<file path="src/rtl/sv_mm_iter.sv">
// sv_mm_iter: iterative MSB-first interleaved modular multiplier, z = x*y mod q.
// Optional leading-zero skip of y when SV_MM_ITER_SKIP_LZ_EN is defined.
module sv_mm_iter #(
  parameter int DATA_WIDTH = 128,
  parameter int STEPS      = 1
) (
  input  logic                  clk_i,
  input  logic                  arstn_i,
  input  logic                  in_valid_i,
  output logic                  in_ready_o,
  input  logic [DATA_WIDTH-1:0] q_i,
  input  logic [DATA_WIDTH-1:0] x_i,
  input  logic [DATA_WIDTH-1:0] y_i,
  output logic                  out_valid_o,
  input  logic                  out_ready_i,
  output logic [DATA_WIDTH-1:0] z_o
);

  localparam int N  = DATA_WIDTH / STEPS;
  localparam int CW = $clog2(N + 1);
  localparam logic [CW-1:0] NCNT = CW'(N);

  typedef enum logic [1:0] {
    IDLE,
    RUN,
    DONE
  } state_e;

  if (DATA_WIDTH % STEPS != 0) begin : g_chk
    $error("sv_mm_iter: STEPS must divide DATA_WIDTH");
  end

  state_e                state_q, state_d;
  logic [DATA_WIDTH-1:0] q_q, q_d;
  logic [DATA_WIDTH-1:0] x_q, x_d;
  logic [DATA_WIDTH-1:0] y_q, y_d;
  logic [DATA_WIDTH-1:0] z_q, z_d;
  logic [DATA_WIDTH-1:0] zo_q, zo_d;
  logic [CW-1:0]         cnt_q, cnt_d;

  logic [DATA_WIDTH-1:0] zc;
  logic [DATA_WIDTH-1:0] y_load;
  logic [CW-1:0]         cnt_load;

  // one double-and-conditional-add step, each in DATA_WIDTH+1 bits
  function automatic logic [DATA_WIDTH-1:0] mm_step(
    input logic [DATA_WIDTH-1:0] z,
    input logic [DATA_WIDTH-1:0] x,
    input logic [DATA_WIDTH-1:0] q,
    input logic                  b
  );
    logic [DATA_WIDTH:0] d;
    d = {z, 1'b0};
    if (d >= {1'b0, q}) d = d - {1'b0, q};
    if (b) begin
      d = {1'b0, d[DATA_WIDTH-1:0]} + {1'b0, x};
      if (d >= {1'b0, q}) d = d - {1'b0, q};
    end
    return d[DATA_WIDTH-1:0];
  endfunction

  always_comb begin
    zc = z_q;
    for (int i = 0; i < STEPS; i++) begin
      zc = mm_step(zc, x_q, q_q, y_q[DATA_WIDTH-1-i]);
    end
  end

`ifdef SV_MM_ITER_SKIP_LZ_EN
  logic [CW-1:0] lz;
  logic          found;

  // leading zero STEPS-bit chunks contribute nothing while z is still 0
  always_comb begin
    lz    = '0;
    found = 1'b0;
    for (int i = N - 1; i >= 0; i--) begin
      if (!found) begin
        if (y_i[i*STEPS +: STEPS] == '0) lz = lz + CW'(1);
        else found = 1'b1;
      end
    end
    y_load   = y_i << (int'(lz) * STEPS);
    cnt_load = (lz == NCNT) ? CW'(1) : NCNT - lz;
  end
`else
  always_comb begin
    y_load   = y_i;
    cnt_load = NCNT;
  end
`endif

  always_comb begin
    state_d = state_q;
    q_d     = q_q;
    x_d     = x_q;
    y_d     = y_q;
    z_d     = z_q;
    zo_d    = zo_q;
    cnt_d   = cnt_q;
    unique case (state_q)
      IDLE: begin
        if (in_valid_i) begin
          q_d     = q_i;
          x_d     = x_i;
          y_d     = y_load;
          z_d     = '0;
          cnt_d   = cnt_load;
          state_d = RUN;
        end
      end
      RUN: begin
        z_d   = zc;
        y_d   = y_q << STEPS;
        cnt_d = cnt_q - CW'(1);
        if (cnt_q == CW'(1)) begin
          zo_d    = zc;
          state_d = DONE;
        end
      end
      DONE: begin
        if (out_ready_i) state_d = IDLE;
      end
      default: state_d = IDLE;
    endcase
  end

  always_ff @(posedge clk_i or negedge arstn_i) begin
    if (!arstn_i) begin
      state_q <= IDLE;
      q_q     <= '0;
      x_q     <= '0;
      y_q     <= '0;
      z_q     <= '0;
      zo_q    <= '0;
      cnt_q   <= '0;
    end else begin
      state_q <= state_d;
      q_q     <= q_d;
      x_q     <= x_d;
      y_q     <= y_d;
      z_q     <= z_d;
      zo_q    <= zo_d;
      cnt_q   <= cnt_d;
    end
  end

  assign in_ready_o  = (state_q == IDLE);
  assign out_valid_o = (state_q == DONE);
  assign z_o         = zo_q;

endmodule

</file>
<file path="config.mk">
export PLATFORM = sky130hd
export DESIGN_NAME = sv_mm_iter
export DESIGN_NICKNAME = d
export VERILOG_FILES = /design/src/rtl/sv_mm_iter.sv
export SDC_FILE = /design/constraint.sdc
export NUM_CORES = 2
export LEC_CHECK = 0
export CAP_MARGIN = 20
export CORE_MARGIN = 2
export CORE_UTILIZATION = 45
export CTS_BUF_LIST = sky130_fd_sc_hd__clkbuf_2 sky130_fd_sc_hd__clkbuf_4 sky130_fd_sc_hd__clkbuf_8
export CTS_CLUSTER_DIAMETER = 30
export DETAILED_ROUTE_END_ITERATION = 7
export PLACE_DENSITY = 0.65
export SYNTH_ARGS = -nofsm -noshare
export SYNTH_HDL_FRONTEND = slang
export SYNTH_SLANG_ARGS = --single-unit
</file>
<file path="constraint.sdc">
create_clock -name clk_i -period 12.59 [get_ports clk_i]
set_input_delay 1.8885 -clock clk_i [delete_from_list [all_inputs] [get_ports clk_i]]
set_output_delay 1.8885 -clock clk_i [all_outputs]
set_load 0.01 [all_outputs]
</file>
==> metrics list <==
- Outcome: finished, final reports clean
- Synthesis inferred 650 register bits.
* Final clock period utilization by the worst path: 0.975
- For this run, design rule violations remaining after detail routing come to 0.
- In the final design database the tool counted approximately 9000 nets.
* Number of nets with antenna violations after detailed routing: 0
* Full die area: roughly 0.13 mm²
- Row count: around 130
* Endpoint of the worst hold path: cnt_q[7]$_DFFE_PN0P_
- Number of synthesized flops with an enable pin: 0
* Total via count in the routed design: roughly 62000
* HPWL after DPL: ~220 mm
- Clock tree synthesis inserted a total of about 170 buffers.
* Layout overhead on the synthesized area: 24.8%
- Subtracting the final worst setup slack from the clock period gives roughly 12 ns.
* Final count of pins violating max slew: 0
* Commonest cells in the synthesized netlist: 1404 x sky130_fd_sc_hd__nand2_1, 696 x sky130_fd_sc_hd__a21oi_1, 650 x sky130_fd_sc_hd__dfrtp_1
- Number of nets in the synthesized netlist: 8031
- Maximum clock skew at final layout: slightly below 0.06 ns
* Count of filler cells inserted in the layout: 11600
- Across all setup checks in the final design, the least slack found is 0.310 ns.
- Sequential cell area fraction in the yosys report: 0.293
- Maximum fanout count along the critical path: 17
- Counting flops with an async set or reset pin after synthesis yields a share of 1.00.
- For this configuration, the core starts out at a cell density of 0.455.
* Syn avg cell area: between 7 and 8 µm²
- CORE AREA: 0.122 mm²
- Arrival time at the worst endpoint: about 13 ns
- Setup violations remaining at the end of the flow were counted as 0.
* Critical R2R Launch: z_q[16]$_DFFE_PN0P_
* Vias in the first global route: between 50000 and 60000
* Starting DRT DRC Count: 7910
- Worst r2r dst: z_q[90]$_DFFE_PN0P_
- The clock drives 650 sinks.
- Total count of hold-check failures in the final report: 0
* Clock-pin slew on the worst setup and hold paths: around 0.050 ns
- Vias per std cell: roughly 6.4
- Routability-driven placement finished with a final weighted congestion of 1.14.
- Data on the critical path is required at its endpoint by roughly 13 ns.
* DRT Wirelength: ~280 mm
- Sort of element at the end of the critical path: register
- For this run, the top clock speed supported by timing is just over 80 MHz.
* Num ports: about 520
- Along the worst hold path, the cell count comes to 1.
- Cells taking the most area after synthesis: sky130_fd_sc_hd__dfrtp_1 29%, sky130_fd_sc_hd__nand2_1 9.5%, sky130_fd_sc_hd__ha_1 8.7%
- Entering global routing, the biggest net connects around 180 pins.
- The synthesized design spends more area on one cell type than any other, namely sky130_fd_sc_hd__dfrtp_1.
- The startpoint identified for the worst hold timing path is cnt_q[7]$_DFFE_PN0P_.
- Fraction of final layout cells sized beyond drive strength 1: 0.117
* FF-to-FF setup slack: 0.31 ns
* Clk Latency, worst-skew pair: roughly 0.94 ns
- Grt ovf: 0
* Initial antenna violation count: 14
- After detailed routing, the average wire length per cell comes to ~28 µm.
* Top cell by count, worst path: sky130_fd_sc_hd__buf_4
- Counting cells, the worst reg-to-reg path comes to 41.
- The share of synthesized area in the top cell type comes to 0.293.
* Quantity of hold-fixing buffers added after cts: 0
- Instance count of the mapped netlist: slightly above 7000
- Critical path's largest stage delay: 0.92 ns
* Unrepaired setup endpoints after global routing: no
* Critical Setup Path Class: register to register
- Start point of the critical path: z_q[16]$_DFFE_PN0P_
- On the critical path, the stage with the largest delay is an instance of sky130_fd_sc_hd__o311ai_1.
* Layout Utilization: 0.568
- Most used standard cell by instance count after synthesis: sky130_fd_sc_hd__nand2_1
- The H-tree was split into 4 levels.
- Area of the mapped netlist: 0.0556 mm²
- Worst max-slew margin expressed relative to the limit: 0.204
- At the placement stage, the worst setup path has a slack of 0.389 ns.
* Final setup TNS: 0 ns
- Among all flip-flop cells after synthesis, the most frequent one is sky130_fd_sc_hd__dfrtp_1.
- Measured along the y axis, the die boundary spans approximately 360 µm.
- All-layer global routing usage: 0.423
- Pre-antenna DRT Iters: 8
- HP Class: register to register
- During placement, the flow inserted port buffers numbering between 500 and 600.
* Transition time of the tightest slew-check pin: about 1.2 ns
- TritonCTS built the clock tree.
- Maximum capacitance violations: 0
* Die width: between 300 and 400 µm
* First-pass GRT wire length: 396 mm
- Root buf cell: sky130_fd_sc_hd__clkbuf_8
- Yosys mapped the design onto 99 distinct sky130hd cell types.
- Synthesis Warnings: 0
* CTS Buffer Depth: 3
- Buffers added to address setup during post-CTS repair amount to 0.
* Worst setup SP type: register
==> per-stage QoR <==
step,hold slack [ns],area [µm²],cells
after floorplan,0.435,55600,7253
final,0.464,69400,9781
after global placement,0.454,65100,9461
after global routing,0.494,69400,9778
after CTS,0.469,69300,9774
after detailed placement,0.462,65100,9461
==> layer usage <==
layer,share of wire,vias up,wire (µm),track usage
li1,-,27700,-,-
met1,0.42,30200,116000,0.579
met2,0.40,3790,111000,0.596
met3,0.13,677,35900,0.152
met4,0.049,18,13600,0.183
met5,0.00042,-,117,0
==> timing repair <==
item | CTS | global route
hold endpoints to repair | 0 | 0
gates resized for setup | 0 | 4
setup endpoints to repair | 0 | 203
==> layout make-up <==
cell class / instances / area, µm² / area share
diodes: 7 / 17.5 / 0.000253
inverters: 342 / 1290 / 0.0185
clock buffers: 220 / 2900 / 0.0419
well taps: 1625 / 2030 / 0.0293
repair buffers: 998 / 9020 / 0.130
flip-flops and latches: 650 / 16300 / 0.235
clock inverters: 93 / 1360 / 0.0196
multi-input cells: 5846 / 36500 / 0.526
==> placed cells by master (no fill, tap or decap), types with 89 or more instances in the layout <==
master | synthesis | layout
sky130_fd_sc_hd__clkbuf_8 | 0 | 200
sky130_fd_sc_hd__dfrtp_1 | 650 | 649
sky130_fd_sc_hd__nand2_1 | 1404 | 1399
sky130_fd_sc_hd__o21ai_0 | 540 | 540
sky130_fd_sc_hd__xnor2_1 | 206 | 206
sky130_fd_sc_hd__a21o_1 | 152 | 152
sky130_fd_sc_hd__nor2_1 | 407 | 404
sky130_fd_sc_hd__xor2_1 | 129 | 129
sky130_fd_sc_hd__a21oi_1 | 696 | 695
sky130_fd_sc_hd__a22oi_1 | 144 | 144
sky130_fd_sc_hd__inv_1 | 341 | 341
sky130_fd_sc_hd__mux2i_1 | 110 | 110
sky130_fd_sc_hd__o211ai_1 | 89 | 89
sky130_fd_sc_hd__buf_4 | 3 | 463
sky130_fd_sc_hd__clkdlybuf4s50_1 | 0 | 516
sky130_fd_sc_hd__nand3_1 | 105 | 105
sky130_fd_sc_hd__a22o_1 | 94 | 94
sky130_fd_sc_hd__o21bai_1 | 106 | 106
sky130_fd_sc_hd__nand4_1 | 171 | 171
sky130_fd_sc_hd__nor3_1 | 126 | 125
sky130_fd_sc_hd__ha_1 | 387 | 387
==> how the worst max path moves through the flow <==
stage                     endpoint  slack, ns
2_1_floorplan  z_o[85]$_DFFE_PN0P_       3.62
3_3_place_gp   z_o[90]$_DFFE_PN0P_       0.55
3_5_place_dp   z_o[90]$_DFFE_PN0P_       0.39
4_1_cts        z_q[90]$_DFFE_PN0P_       0.30
5_1_grt        z_q[90]$_DFFE_PN0P_       0.02
6_report       z_q[90]$_DFFE_PN0P_       0.31
==> state kept, by name, summed over array words and instances (netlist names) <==
| register | cells |
|---|---|
| state_q | 2 |
| x_q | 128 |
| z_o | 128 |
| z_q | 128 |
| cnt_q | 8 |
| y_q | 128 |
| q_q | 128 |
==> kinds of logic after synthesis <==
logic type / share of synthesized area
muxes: 0.0331
AOI/OAI and AO/OA: 0.279
xor gates and xnor gates: 0.0528
and+or+nand+nor: 0.201
DFF: 0.293
adders and majority gates: 0.0882
buffers and inverters: 0.0526
==> worst max-delay path, delay by kind of cell, from the launching register on <==
family | cells | cell delay (ns)
buffers and inverters | 7 | 1.43
and+or+nand+nor | 9 | 2.34
AOI/OAI and AO/OA | 21 | 6.04
DFF | 1 | 0.41
muxes | 1 | 0.39
adders and majority gates | 3 | 1.45
Power is left out: the tool's default activity adds up to more than one toggle a clock period on the data nets, which glitch-free logic cannot reach.
